`config.mk`:
```
export PLATFORM = sky130hd
export DESIGN_NAME = spi_master_ctrl
export DESIGN_NICKNAME = d
export VERILOG_FILES = /design/src/rtl/spi_master_ctrl.sv
export SDC_FILE = /design/constraint.sdc
export NUM_CORES = 1
export LEC_CHECK = 0
export ABC_AREA = 0
export BUFFER_PORTS_ARGS = -buffer_cell sky130_fd_sc_hd__buf_2
export CAP_MARGIN = 30
export CORE_UTILIZATION = 31
export DETAILED_ROUTE_END_ITERATION = 6
export PLACE_DENSITY_LB_ADDON = 0.15
export SETUP_SLACK_MARGIN = 0.5
export SLEW_MARGIN = 20
export SYNTH_ARGS = -nofsm -noshare
export SYNTH_HDL_FRONTEND = slang
export SYNTH_SLANG_ARGS = --single-unit
```
`constraint.sdc`:
```
create_clock -name clk -period 2.62 [get_ports clk]
set_clock_uncertainty 0.15 [all_clocks]
set_input_delay 0.131 -clock clk [delete_from_list [all_inputs] [get_ports clk]]
set_output_delay 0.131 -clock clk [all_outputs]
set_load 0.01 [all_outputs]
```
`src/rtl/spi_master_ctrl.sv`:
```
// spi_master_ctrl: SPI master that serialises {cmd[1:0], payload[7:0]} frames MSB first onto MOSI and captures MISO read replies.
// Latency: SS_n falls the cycle after accept; an RD_DATA reply appears on rd_data/rd_valid in the first GAP cycle.
// Backpressure: cmd_ready is high only in IDLE; cmd_valid while busy is ignored and must be held by the source.
// Optional build macro SPI_MASTER_STATS_EN adds frame_cnt/rd_cnt statistics outputs.
module spi_master_ctrl #(
  parameter int FRAME_W = 10,
  parameter int DATA_W  = 8,
  parameter int RD_WAIT = 2,
  parameter int GAP     = 1
) (
  input  logic               clk,
  input  logic               rst,
  input  logic               cmd_valid,
  input  logic [FRAME_W-1:0] cmd_data,
  output logic               cmd_ready,
  output logic               SS_n,
  output logic               MOSI,
  input  logic               MISO,
  output logic [DATA_W-1:0]  rd_data,
  output logic               rd_valid,
  output logic               busy
`ifdef SPI_MASTER_STATS_EN
  ,
  output logic [15:0]        frame_cnt,
  output logic [15:0]        rd_cnt
`endif
);

  // One shared cycle counter covers every multi-cycle state; it restarts at 0 on each state entry.
  localparam int MAX_A   = (FRAME_W > DATA_W) ? FRAME_W : DATA_W;
  localparam int MAX_B   = (RD_WAIT > GAP) ? RD_WAIT : GAP;
  localparam int MAX_LEN = (MAX_A > MAX_B) ? MAX_A : MAX_B;
  localparam int CNT_W   = $clog2(MAX_LEN + 1);

  localparam logic [CNT_W-1:0] SHIFT_LAST = CNT_W'(FRAME_W - 1);
  localparam logic [CNT_W-1:0] WAIT_LAST  = CNT_W'((RD_WAIT > 0) ? (RD_WAIT - 1) : 0);
  localparam logic [CNT_W-1:0] RECV_LAST  = CNT_W'(DATA_W - 1);
  localparam logic [CNT_W-1:0] GAP_LAST   = CNT_W'(GAP - 1);

  typedef enum logic [2:0] {
    S_IDLE,
    S_SEL,
    S_SHIFT,
    S_WAIT,
    S_RECV,
    S_GAP
  } state_t;

  state_t             state_q, state_d;
  logic [CNT_W-1:0]   cnt_q, cnt_d;
  logic [FRAME_W-1:0] shift_q, shift_d;
  logic [DATA_W-2:0]  rx_q, rx_d;
  logic [DATA_W-1:0]  rd_data_q, rd_data_d;
  logic               rd_valid_q, rd_valid_d;
  logic               is_rd_q, is_rd_d;
  logic [DATA_W-1:0]  rx_full;

  // The byte completed by the current MISO sample: earlier bits plus the bit on the wire now.
  assign rx_full = {rx_q, MISO};

  // Moore outputs decoded from the state register; cmd_ready is also blocked while rst is high.
  always_comb begin
    cmd_ready = (state_q == S_IDLE) && !rst;
    busy      = (state_q != S_IDLE);
    SS_n      = 1'b1;
    MOSI      = 1'b0;
    case (state_q)
      S_SEL, S_SHIFT: begin
        SS_n = 1'b0;
        MOSI = shift_q[FRAME_W-1];
      end
      S_WAIT, S_RECV: begin
        SS_n = 1'b0;
      end
      default: begin
        SS_n = 1'b1;
      end
    endcase
  end

  assign rd_data  = rd_data_q;
  assign rd_valid = rd_valid_q;

  // Next-state logic: walks the frame, shifts MOSI out in SHIFT and MISO in during RECV.
  always_comb begin
    state_d    = state_q;
    cnt_d      = cnt_q;
    shift_d    = shift_q;
    rx_d       = rx_q;
    rd_data_d  = rd_data_q;
    rd_valid_d = 1'b0;
    is_rd_d    = is_rd_q;
    case (state_q)
      S_IDLE: begin
        if (cmd_valid && cmd_ready) begin
          state_d = S_SEL;
          cnt_d   = '0;
          shift_d = cmd_data;
          // Read-vs-not is latched now because the shift register loses the command bits.
          is_rd_d = (cmd_data[FRAME_W-1 -: 2] == 2'b11);
        end
      end
      S_SEL: begin
        // SEL repeats the MSB so the slave sees its select bit before the frame; no shift here.
        state_d = S_SHIFT;
        cnt_d   = '0;
      end
      S_SHIFT: begin
        shift_d = {shift_q[FRAME_W-2:0], 1'b0};
        if (cnt_q == SHIFT_LAST) begin
          cnt_d = '0;
          if (is_rd_q) begin
            state_d = (RD_WAIT > 0) ? S_WAIT : S_RECV;
          end else begin
            state_d = S_GAP;
          end
        end else begin
          cnt_d = cnt_q + CNT_W'(1);
        end
      end
      S_WAIT: begin
        if (cnt_q == WAIT_LAST) begin
          state_d = S_RECV;
          cnt_d   = '0;
        end else begin
          cnt_d = cnt_q + CNT_W'(1);
        end
      end
      S_RECV: begin
        rx_d = rx_full[DATA_W-2:0];
        if (cnt_q == RECV_LAST) begin
          // rd_data only changes when a read reply completes, so it holds across other frames.
          state_d    = S_GAP;
          cnt_d      = '0;
          rd_data_d  = rx_full;
          rd_valid_d = 1'b1;
        end else begin
          cnt_d = cnt_q + CNT_W'(1);
        end
      end
      S_GAP: begin
        if (cnt_q == GAP_LAST) begin
          state_d = S_IDLE;
          cnt_d   = '0;
        end else begin
          cnt_d = cnt_q + CNT_W'(1);
        end
      end
      default: begin
        state_d = S_IDLE;
        cnt_d   = '0;
      end
    endcase
  end

  // State and datapath registers; reset drops any partial frame without a reply.
  always_ff @(posedge clk) begin
    if (rst) begin
      state_q    <= S_IDLE;
      cnt_q      <= '0;
      shift_q    <= '0;
      rx_q       <= '0;
      rd_data_q  <= '0;
      rd_valid_q <= 1'b0;
      is_rd_q    <= 1'b0;
    end else begin
      state_q    <= state_d;
      cnt_q      <= cnt_d;
      shift_q    <= shift_d;
      rx_q       <= rx_d;
      rd_data_q  <= rd_data_d;
      rd_valid_q <= rd_valid_d;
      is_rd_q    <= is_rd_d;
    end
  end

`ifdef SPI_MASTER_STATS_EN
  logic [15:0] frame_cnt_q;
  logic [15:0] rd_cnt_q;

  // Statistics: completed frames counted on GAP entry, replies counted with each rd_valid; both wrap.
  always_ff @(posedge clk) begin
    if (rst) begin
      frame_cnt_q <= '0;
      rd_cnt_q    <= '0;
    end else begin
      if ((state_d == S_GAP) && (state_q != S_GAP)) begin
        frame_cnt_q <= frame_cnt_q + 16'd1;
      end
      if (rd_valid_d) begin
        rd_cnt_q <= rd_cnt_q + 16'd1;
      end
    end
  end

  assign frame_cnt = frame_cnt_q;
  assign rd_cnt    = rd_cnt_q;
`endif

endmodule
```
==> out/summary.md, run 1 <==
The die width was 73.2 um. Port buffering added 26 buffers. Across all hold checks on the routed design, the worst slack comes to 0.206 ns. In this run the worst path has a maximum fanout of 5.

The floorplan step defined a die boundary enclosing 5350 um2. The arrival time of data at the critical path endpoint is 2.18 ns. Final critical-path required period: 2.12 ns.

0 antenna diodes ended up in the layout. The flow ran to the end, and the final reports show no timing, DRC or antenna violations. Yosys mapped the design onto 36 distinct sky130hd cell types. The number of vias per cell works out to 4.73.

STA classifies the critical path startpoint as a flip-flop. For the worst setup path, the data required time is 2.68 ns. The run gives 0.503 ns as the worst-case setup margin in the final layout.

The run gives 32.8% as the starting density of the core. In this run the vertical extent of the chip is 73.2 um. The final period utilization was 80.8%; the total I/O pin count was 27. The tools report the number of remaining DRC errors as 0.

The count of nets left with antenna violations once routing finished came out at 0. The startpoint identified for the worst register-to-register timing path is cnt_q[0]. After synthesis, the share of flip-flops with an asynchronous set or reset is 0%. At the end of routability-driven placement, the weighted congestion stood at 0.714. In this run the most critical hold path is launched from rst. The number of buffers inserted during clock tree synthesis was 5; the floorplan core area was 4790 um2. The post-synthesis cell count came out at 189. The logs give 1410 for the total vias in the final route and 0 for the max-cap violation count. The number of register bits inferred by synthesis works out to 34.

The cell area that synthesis handed to floorplanning was 1570 um2. The total setup violations reported at the end of the flow is 0. The layout overhead on the synthesized area is 29.4%, and the number of global-route vias before repair is 1315. The worst voltage drop across the vdd grid was 0.000389 V.

The synthesized design contains 0 enable-type register cells. Maximum number of pins on one net before global-route repair: 36. The clock input transition at the sequential cells of the worst setup and hold paths is 0.07 ns. The slew at the pin closest to its max-slew limit came out at 0.707 ns.

The post-route netlist has 19.9% of its cells at a drive strength greater than 1. The global-route congestion overflow total was 0. The tools report the worst-case setup slack after placement as 0.493 ns. The count of final max-slew check failures was 0. HPWL after detailed placement: 2.25 mm. Count of endpoints failing hold in the final timing report: 0. The Yosys step of the flow raised 0 warnings.

Power per cell area: 797 nW/um2. For the maximum buffer depth of the clock tree, the log shows 2. The tree is rooted in a clkbuf_8.

For this run, the detailed router's first-pass iteration total came to 4. CTS built an H-tree with a depth of 2. After detailed routing, the average wire length per cell comes to 11.9 um.

The worst setup path is of the flip-flop to flip-flop kind. The highest achievable clock rate is 472 MHz. The worst relative slew slack was 52.6%.

The most used flip-flop cell after synthesis is dfxtp_1. Averaged over all synthesized cells, the footprint is 8.31 um2. In this run the worst setup path begins at cnt_q[0]. The count of routing violations after the opening detailed-route iteration was 90; the setup TNS was 0 ns. The worst setup path is captured at a flip-flop.

The initial antenna violation count is 0. TritonCTS sink count: 34. The first global-routing pass estimated 5.98 mm of wire.

The sequential fraction of the synthesis area is 43.3%. TritonCTS built the clock tree. Setup repair after global routing could not meet its margin everywhere.

Summed over all layers, the routed wires come to 3.54 mm. The finished cells cover 2030 um2. The leakage power of the design came out at 0.803 nW. Path type of the worst min-delay path: primary input to flip-flop. Measured on the finished design, the core utilization comes to 42.5%.

The run gives 25 as the number of placement rows. The net total in the final layout came out at 248. The number of nets in the synthesized netlist is 207. The global routing usage summed across all routing layers was 14.5%; the total cell area at the placement stage was 1770 um2. For the worst-skew pair, the clock arrives at the later sink with an insertion delay of 0.28 ns.
## logic make-up after synthesis
logic type	after synthesis	synth area share, %
simple gates	84	25.0
compound gates	37	16.4
flops	34	43.3
buf+inv	19	5.26
mux	8	5.10
fa+ha+maj	4	3.19
xor+xnor	3	1.67
## power breakdown
group | switching (W) | internal [W]
clock network | 0.000181 | 0.000265
registers | 0.0000612 | 0.000600
logic | 0.000307 | 0.000204
## routing by layer
layer  vias up  part of all wire (%)  GRT usage [%]
met2        24                    46           23.5
met5         -                     0              0
met4         0                   1.3           5.88
met3         7                   2.8           3.73
met1       638                    50           18.5
li1        741                     -              -
## registers in the layout, summed over array words and instances (netlist names)
| signal | flops |
|---|---|
| cnt_q | 4 |
| is_rd_q | 1 |
| rd_data | 8 |
| rd_valid | 1 |
| rx_q | 7 |
| shift_q | 10 |
| state_q | 3 |
## Yosys cell counts (2+ instances only)
| cell | n | area (um2) |
|---|---|---|
| dfxtp_1 | 34 | 681 |
| nand2_1 | 30 | 113 |
| nor2_1 | 25 | 93.8 |
| a21oi_1 | 15 | 75.1 |
| nand3_1 | 12 | 60.1 |
| a311oi_1 | 9 | 78.8 |
| clkbuf_1 | 8 | 30.0 |
| mux2i_1 | 8 | 80.1 |
| inv_1 | 6 | 22.5 |
| ha_1 | 4 | 50.1 |
| buf_2 | 3 | 15.0 |
| nor2b_1 | 3 | 18.8 |
| o21ai_0 | 3 | 15.0 |
| and2_1 | 2 | 12.5 |
| nand3b_1 | 2 | 15.0 |
| nor3_1 | 2 | 10.0 |
| o211ai_1 | 2 | 15.0 |
| o221ai_1 | 2 | 17.5 |
| xor2_1 | 2 | 17.5 |
## critical path: stages, from the launching register on
cell	delay, ns
dfxtp_1	0.40
ha_1	0.24
nor4bb_1	0.47
a2111oi_4	0.15
or4b_1	0.49
a21oi_1	0.13
## worst paths after layout
path,endpoint,cells after the start,slack [ns]
max,state_q[0],5,0.50
min,rd_data[5],3,0.21
max reg2reg,state_q[0],5,0.50
min reg2reg,rx_q[6],2,0.32
## placed cells by master, fill, tap and decap left out, types with 3 or more instances in the layout
cell type	instances
clkbuf_8	8
inv_1	6
dfxtp_1	33
o21ai_0	3
nand2_1	30
a21oi_1	15
a311oi_1	9
nor2_1	25
ha_1	4
nor2b_1	3
mux2i_1	8
dlygate4sd3_1	12
nand3_1	12
buf_4	8
buf_2	26
## metrics by stage
stage	instances	power, W
after floorplan	189	0.00101
after global placement	276	0.00117
after detailed placement	276	0.00116
after CTS	296	0.00163
after global routing	298	0.00174
final	298	0.00162
## cell type report
cell class / instances / area [um2]
Fill cell: 483 / 2750
Multi-Input combinational cell: 136 / 820
Sequential cell: 34 / 682
Timing Repair Buffer: 46 / 310
Clock buffer: 8 / 110
Tap cell: 67 / 83.8
Inverter: 7 / 26.3
## what timing repair did
action                                  4_1_cts  5_1_grt
cloned                                        0        0
pin swaps                                     1        1
hold endpoints to repair                     13        0
gates resized for setup                       0        2
hold buffers                                 12        0
buffers inserted                              0        2
endpoints found under the setup margin        8       11
(Power assumes the default switching activity.)
==> run 2, diff against run 1 <==
==> constraint.sdc (replaced) <==
create_clock -name clk -period 2 [get_ports clk]
set_clock_uncertainty 0.15 [all_clocks]
set_input_delay 0.1 -clock clk [delete_from_list [all_inputs] [get_ports clk]]
set_output_delay 0.1 -clock clk [all_outputs]
set_load 0.01 [all_outputs]
==> run 2 against run 1 <==
Against the previous run:
- non-clock buffer count increased by 14
- flip-flop and latch count unchanged
- setup slack worse by 0.20 ns
- largest power group is now combinational logic
- highest routed layer unchanged
==> out/summary.md, run 2 (synthesis gave the netlist of run 1 again) <==
The maximum buffer depth of the clock tree is 2 (unchanged), and the final estimated routing congestion in global placement is 0.765 (+7.1%). The global routing usage summed across all routing layers is 15.7% (+1.2 points). For the met2 wire length, the log shows 1.85 mm (+14%).

The worst-case setup margin in the final layout was 0.304 ns (-0.199 ns); the per-cell routed wire length was 12.6 um (+6.0%). The tools report the max-cap violation count as 0 (unchanged). The die width works out to 73.2 um (unchanged).

The final critical-path required period is 1.70 ns (-0.421 ns). The run finished with clean final reports. The power per cell area is 1110 nW/um2 (+39%), and the leakage power of the design is 0.914 nW (+14%). The highest routed metal layer was met4.

Relative to the synthesized area, the layout overhead comes to 47.7%. The clock input transition at the sequential cells of the worst setup and hold paths came out at 0.08 ns (about the same). The starting density of the core was 32.8% (unchanged). The routed wire length on met3 is 146 um (+49%).

The number of placement rows is 25 (unchanged), and the number of buffers inserted during clock tree synthesis is 5 (unchanged). Flip-flop count of the largest register, all copies and words added: 10 (unchanged). Initial antenna violation count: 0 (unchanged).

The critical path goes through ha_4 > nor4bb_4 > a2111oi_4 > or4b_1 > a21oi_2. For the met1 wire length, the log shows 1.89 mm (+6.2%). The logs give 2.45 mm (+9.1%) for the HPWL after detailed placement and 312 (+4.7%) for the non-filler instance count after layout. The logs give 262 (+5.6%) for the net total in the final layout and 27 (unchanged) for the total I/O pin count.

The floorplan core area is 4790 um2 (unchanged), and the cell total after placement is 280 (+1.4%). Highest net fanout along the worst path: 5 (unchanged). Number of remaining DRC errors: 0 (unchanged). The tools report the worst relative slew slack as 73.0% (+20 points). The y dimension of the die came out at 73.2 um (unchanged). For the setup TNS, the log shows 0 ns (unchanged). The path class of the tightest hold or removal check is primary input to flip-flop. The final-layout fill cell count is 461 (-4.6%).

The end-of-flow core utilization was 48.5% (+6.0 points); the share of post-route cells with drive strength above 1 was 34.3% (+14 points). Peak per-stage delay on the critical path: 0.50 ns (about the same). The logs give 1850 um2 (+4.2%) for the total cell area at the placement stage and 6.44 mm (+7.7%) for the first-pass GRT wire length. More flip-flops sit in one register than any other, and that register is shift_q. For the TritonCTS sink count, the log shows 34 (unchanged). The run gives 5 (+1) as the first-pass iteration count of the detailed router. The worst setup path is of the flip-flop to flip-flop kind.

The global-route congestion overflow total is 0 (unchanged), and the number of global-route vias before repair is 1417 (+7.8%). The die outline area is 5350 um2 (unchanged), and the total vias in the final route is 1511 (+7.2%). For the remaining antenna violation count, the log shows 0 (unchanged). Setup repair after global routing could not meet its margin everywhere.

The worst setup path is launched from a flip-flop. The worst voltage drop across the vdd grid is 0.000625 V (+61%), and the final period utilization is 84.8% (+4.0 points). TritonCTS built the clock tree. Arrival time of data at the critical path endpoint: 1.77 ns (-0.41 ns). The nature of the critical path endpoint is a flip-flop.

The number of buffer cells added on primary ports is 26 (unchanged). The required time of the critical path came out at 2.07 ns (-0.61 ns). The number of H-tree levels was 2 (unchanged). Leaving out fill and tap cells, the most frequent cell in the layout is nand2_1. For the antenna cell count, the log shows 0 (unchanged). In the layout the commonest cells are 29 x nand2_1, 27 x dfxtp_1, 26 x buf_2.

The count of endpoints failing hold in the final timing report is 0 (unchanged), and the maximum number of pins on one net before global-route repair is 36 (unchanged). The highest achievable clock rate is 590 MHz (+25%). For the count of routing violations after the opening detailed-route iteration, the log shows 91 (+1.1%).

The run gives 0 (unchanged) as the count of final max-slew check failures. The run gives 0 (unchanged) as the total setup violations reported at the end of the flow. The largest individual stage delay along the critical path comes from the cell or4b_1. The clock latency on the worst-skew pair is 0.29 ns (about the same). The slew at the pin closest to its max-slew limit came out at 0.402 ns (-0.305 ns). The run gives 0.209 ns (-0.283 ns) as the worst-case setup slack after placement.

The post-detailed-routing wire length is 3.93 mm (+11%), and the post-route cell area is 2320 um2 (+14%). The number of vias per cell came out at 4.84 (+2.4%). The cell sitting at the root of the clock tree is a clkbuf_8.
[run 2: critical path, delay by kind of cell (launching register included)]
| family | cells | cell delay [ns] |
|---|---|---|
| fa+ha+maj | 1 | 0.15 |
| simple gates | 2 | 0.74 |
| flops | 1 | 0.39 |
| compound gates | 2 | 0.22 |
[run 2: repair_timing]
item | in CTS | in global routing
gates resized for setup | 21 | 19
setup endpoints to repair | 30 | 29
buffers inserted | 7 | 4
hold buffers | 11 | 0
cloned | 0 | 2
endpoints found under the hold margin | 13 | 0
pin swaps | 10 | 7
[run 2: routing by layer]
layer	track usage, %	vias to the layer above
met3	3.31	5
li1	-	769
met2	25.8	30
met1	20.2	707
met5	0	-
met4	5.88	0
[run 2: power by group]
| group | internal [W] | switching (W) |
|---|---|---|
| clock network | 0.000499 | 0.000266 |
| registers | 0.000794 | 0.0000917 |
| logic | 0.000428 | 0.000493 |
| total | 0.00172 | 0.000851 |
[run 2: area by class of cell]
| type | count | area (um2) | share of cell area, % |
|---|---|---|---|
| well taps | 67 | 83.8 | 3.61 |
| clock buffers | 5 | 68.8 | 2.97 |
| clock inverters | 3 | 68.8 | 2.97 |
| repair buffers | 60 | 443 | 19.1 |
| inverters | 7 | 38.8 | 1.67 |
| multi-input cells | 136 | 912 | 39.3 |
| flip-flops and latches | 34 | 704 | 30.4 |
[run 2: final timing paths]
check           start          to  slack [ns]  cells past startpoint
max          cnt_q[0]  state_q[0]        0.30                      5
min               rst  rd_data[3]        0.17                      3
max reg2reg  cnt_q[0]  state_q[0]        0.30                      5
min reg2reg   rx_q[6]     rx_q[6]        0.32                      2
[run 2: metrics by stage]
step,hold WS [ns],power [W]
after floorplan,0.0860,0.00137
after global placement,0.208,0.00158
after detailed placement,0.216,0.00158
after CTS,0.189,0.00245
after global routing,0.211,0.00273
final,0.174,0.00257
==> run 3, diff against run 2 <==
==> constraint.sdc (replaced) <==
create_clock -name clk -period 1.5 [get_ports clk]
set_clock_uncertainty 0.15 [all_clocks]
set_input_delay 0.075 -clock clk [delete_from_list [all_inputs] [get_ports clk]]
set_output_delay 0.075 -clock clk [all_outputs]
set_load 0.01 [all_outputs]
==> run 3 against run 2 <==
Against the previous run:
- cell count is 4.2% higher
- combinational power up 100%
- non-clock buffer count increased by 13
- critical endpoint is now cnt_q[3]
- the run now ends with setup timing left
- largest cell class unchanged
- critical path type unchanged
==> out/summary.md, run 3 (synthesis gave the netlist of run 1 again) <==
The run finished, with violations left. The checks that failed: setup timing. The share of total power in sequential cells is 30.7% (-3.7 points). The number of cells on the worst reg-to-reg path was 6 (+1); the worst relative slew slack was 73.5% (+0.48 points).

The HPWL after detailed placement was 2.66 mm (+8.5%). The slew at the pin closest to its max-slew limit is 0.398 ns (-0.00481 ns). Source of the worst register-to-register timing path: cnt_q[0]. The logs give 439 (-4.8%) for the final-layout fill cell count and 1.04 nW (+14%) for the leakage power of the design.

Path type of the worst min-delay path: primary input to flip-flop. The power share of the clock group is 21.8% (-7.9 points). Overall power: 0.00394 W (+53%). The run gives 0.00133 W (+57%) as the net switching power of the design.

The worst-case setup margin in the final layout was -0.196 ns (-0.500 ns). The total setup violations reported at the end of the flow is 17 (+17), and the y dimension of the die is 73.2 um (unchanged). The register with the most flip-flops in the final layout is shift_q. The worst hold path depth works out to 3 (unchanged). Among all stages on the critical path, the largest delay is contributed by a2111oi_4.

End-of-flow core utilization: 55.4% (+6.9 points). The number of placement rows was 25 (unchanged); the highest net fanout along the worst path was 5 (unchanged). Die width: 73.2 um (unchanged).

The library cells used most frequently in the layout, excluding fill and tap cells, are 25 x nor2_1, 25 x buf_2, 23 x dfxtp_1. Setup TNS: -2.06 ns (-2.06 ns). The tools report the total I/O pin count as 27 (unchanged). For the floorplan core area, the log shows 4790 um2 (unchanged).

The die outline area was 5350 um2 (unchanged); the first-pass GRT wire length was 7.29 mm (+13%). For the number of remaining DRC errors, the log shows 0 (unchanged). From synthesis to final layout, the design area changed by 68.8%. Traced cell by cell, the critical path runs through inv_2 > ha_2 > and2_4 > a2111oi_4 > o221ai_1 > a21oi_1. For the count of routing violations after the opening detailed-route iteration, the log shows 49 (-46%). For the total cell area at the placement stage, the log shows 2020 um2 (+9.3%). The endpoint identified for the worst register-to-register timing path is cnt_q[3]. The tools report the startpoint of the most critical hold path as rst. The tools report the kind of start point of the critical path as a flip-flop. The remaining antenna violation count came out at 0 (unchanged). Clock latency on the worst-skew pair: 0.29 ns (about the same). The run gives 2 (unchanged) as the maximum buffer depth of the clock tree. The run gives 1556 (+9.8%) as the number of global-route vias before repair. The count of final max-slew check failures is 0 (unchanged), and the number of vias per cell is 4.83 (-0.32%).

The post-route cell area was 2650 um2 (+14%). The number of buffer cells added on primary ports came out at 26 (unchanged). The max-cap violation count is 0 (unchanged).

The path with the worst hold slack has its endpoint at rd_data[7]. The global-route congestion overflow total was 0 (unchanged); the arrival time of data at the critical path endpoint was 1.76 ns (about the same). The tools report the worst-case setup slack after placement as -0.216 ns (-0.426 ns). The tools report the slack of the worst reg-to-reg path as -0.20 ns (-0.50 ns). Setup repair after global routing could not meet its margin everywhere.

For the count of endpoints failing hold in the final timing report, the log shows 0 (unchanged). The run gives 1.56 ns (-0.51 ns) as the required time of the critical path. The peak per-stage delay on the critical path came out at 0.41 ns (-0.09 ns).

The maximum number of pins on one net before global-route repair was 36 (unchanged). The highest achievable clock rate was 590 MHz (about the same). The run gives 276 (+5.3%) as the net total in the final layout. The tools report the first-pass iteration count of the detailed router as 4 (-1). The run gives 4.20 mm (+6.9%) as the post-detailed-routing wire length.

The clock input transition at the sequential cells of the worst setup and hold paths was 0.07 ns (about the same). The per-cell routed wire length is 12.9 um (+2.6%), and the worst voltage drop across the vdd grid is 0.000679 V (+8.6%). TritonCTS built the clock tree. The share of post-route cells with drive strength above 1 is 47.3% (+13 points), and the fraction of power spent switching nets is 33.8% (+0.76 points).

STA classifies the critical path endpoint as a flip-flop. Power per cell area: 1480 nW/um2 (+34%). The flip-flop count of the largest register, all copies and words added was 10 (unchanged). The antenna cell count was 0 (unchanged); the TritonCTS sink count was 34 (unchanged).

The tree is rooted in a clkbuf_8. The initial antenna violation count is 0 (unchanged), and the starting density of the core is 32.8% (unchanged). The final estimated routing congestion in global placement was 0.770 (+0.59%); the share of power burned in combinational logic was 47.5% (+12 points).

The tools report the number of H-tree levels as 2 (unchanged). The critical path in this run is classified as flip-flop to flip-flop. The internal power was 0.00260 W (+51%); the number of buffers inserted during clock tree synthesis was 5 (unchanged).

The final period utilization is 113% (+28 points). The final critical-path required period is 1.70 ns (-0.000150 ns). The global routing usage summed across all routing layers came out at 18.0% (+2.3 points). The run gives 1569 (+3.8%) as the total vias in the final route.
run 3: cell count changes in the layout (fill, tap and decap cells not counted), sizes merged:
cell	delta
buf	+12
bufbuf	+1
bufinv	-1
clkbuf	+1
inv	-1
nand2	+1
run 3: power groups by stage:
stage | logic, W | clock network (W) | registers [W]
after CTS | 0.00181 | 0.000881 | 0.00120
after global routing | 0.00201 | 0.000926 | 0.00123
after global placement | 0.00110 | 0 | 0.00119
after detailed placement | 0.00110 | 0 | 0.00118
after floorplan | 0.000728 | 0 | 0.00114
final | 0.00187 | 0.000859 | 0.00121
run 3: worst max-delay path by stage:
stage          startpoint          to  slack, ns  cells after the start
6_report         cnt_q[0]    cnt_q[3]      -0.20                      6
2_1_floorplan  state_q[2]  rd_data[0]      -0.23                      5
3_3_place_gp     cnt_q[3]    cnt_q[3]      -0.21                      4
4_1_cts          cnt_q[0]    cnt_q[1]      -0.19                      6
3_5_place_dp     cnt_q[0]  state_q[0]      -0.22                      5
5_1_grt          cnt_q[0]    cnt_q[1]      -0.29                      6
run 3: cell type report:
cell class	instances	area (um2)	area share (%)
Timing Repair Buffer	73	656	24.7
Clock inverter	1	30.0	1.13
Inverter	7	31.3	1.18
Tap cell	67	83.8	3.16
Clock buffer	6	82.6	3.11
Multi-Input combinational cell	137	1060	40.0
Sequential cell	34	707	26.7
run 3: per-layer routing:
layer,up-vias,global-route usage [%],share of wire [%]
li1,797,-,-
met2,36,30.2,48
met1,730,22.5,46
met3,6,4.83,4.3
met5,-,0,0
met4,0,5.23,1.2
run 3: stage by stage:
| stage | hold WS [ns] | std cells |
|---|---|---|
| 6_report | 0.171 | 325 |
| 5_1_grt | 0.183 | 325 |
| 4_1_cts | 0.171 | 324 |
| 3_5_place_dp | 0.191 | 295 |
| 3_3_place_gp | 0.184 | 295 |
| 2_1_floorplan | 0.0610 | 189 |
run 3: timing repair:
item                                    CTS  global route
setup buffers                             7             1
hold buffers                             11             0
gates resized for setup                  55            13
endpoints found under the setup margin   38            43
gates cloned                              4             0
pin swaps                                24             9
hold endpoints to repair                 13             0
run 3: worst max-delay path: cells and delay by family (launching register included):
kind                     cells  cell delay [ns]
flip-flops                   1             0.37
buffers and inverters        1             0.04
adder cells (fa/ha/maj)      1             0.16
AND/OR/NAND/NOR              1             0.16
AO/OA/AOI/OAI                3             0.74
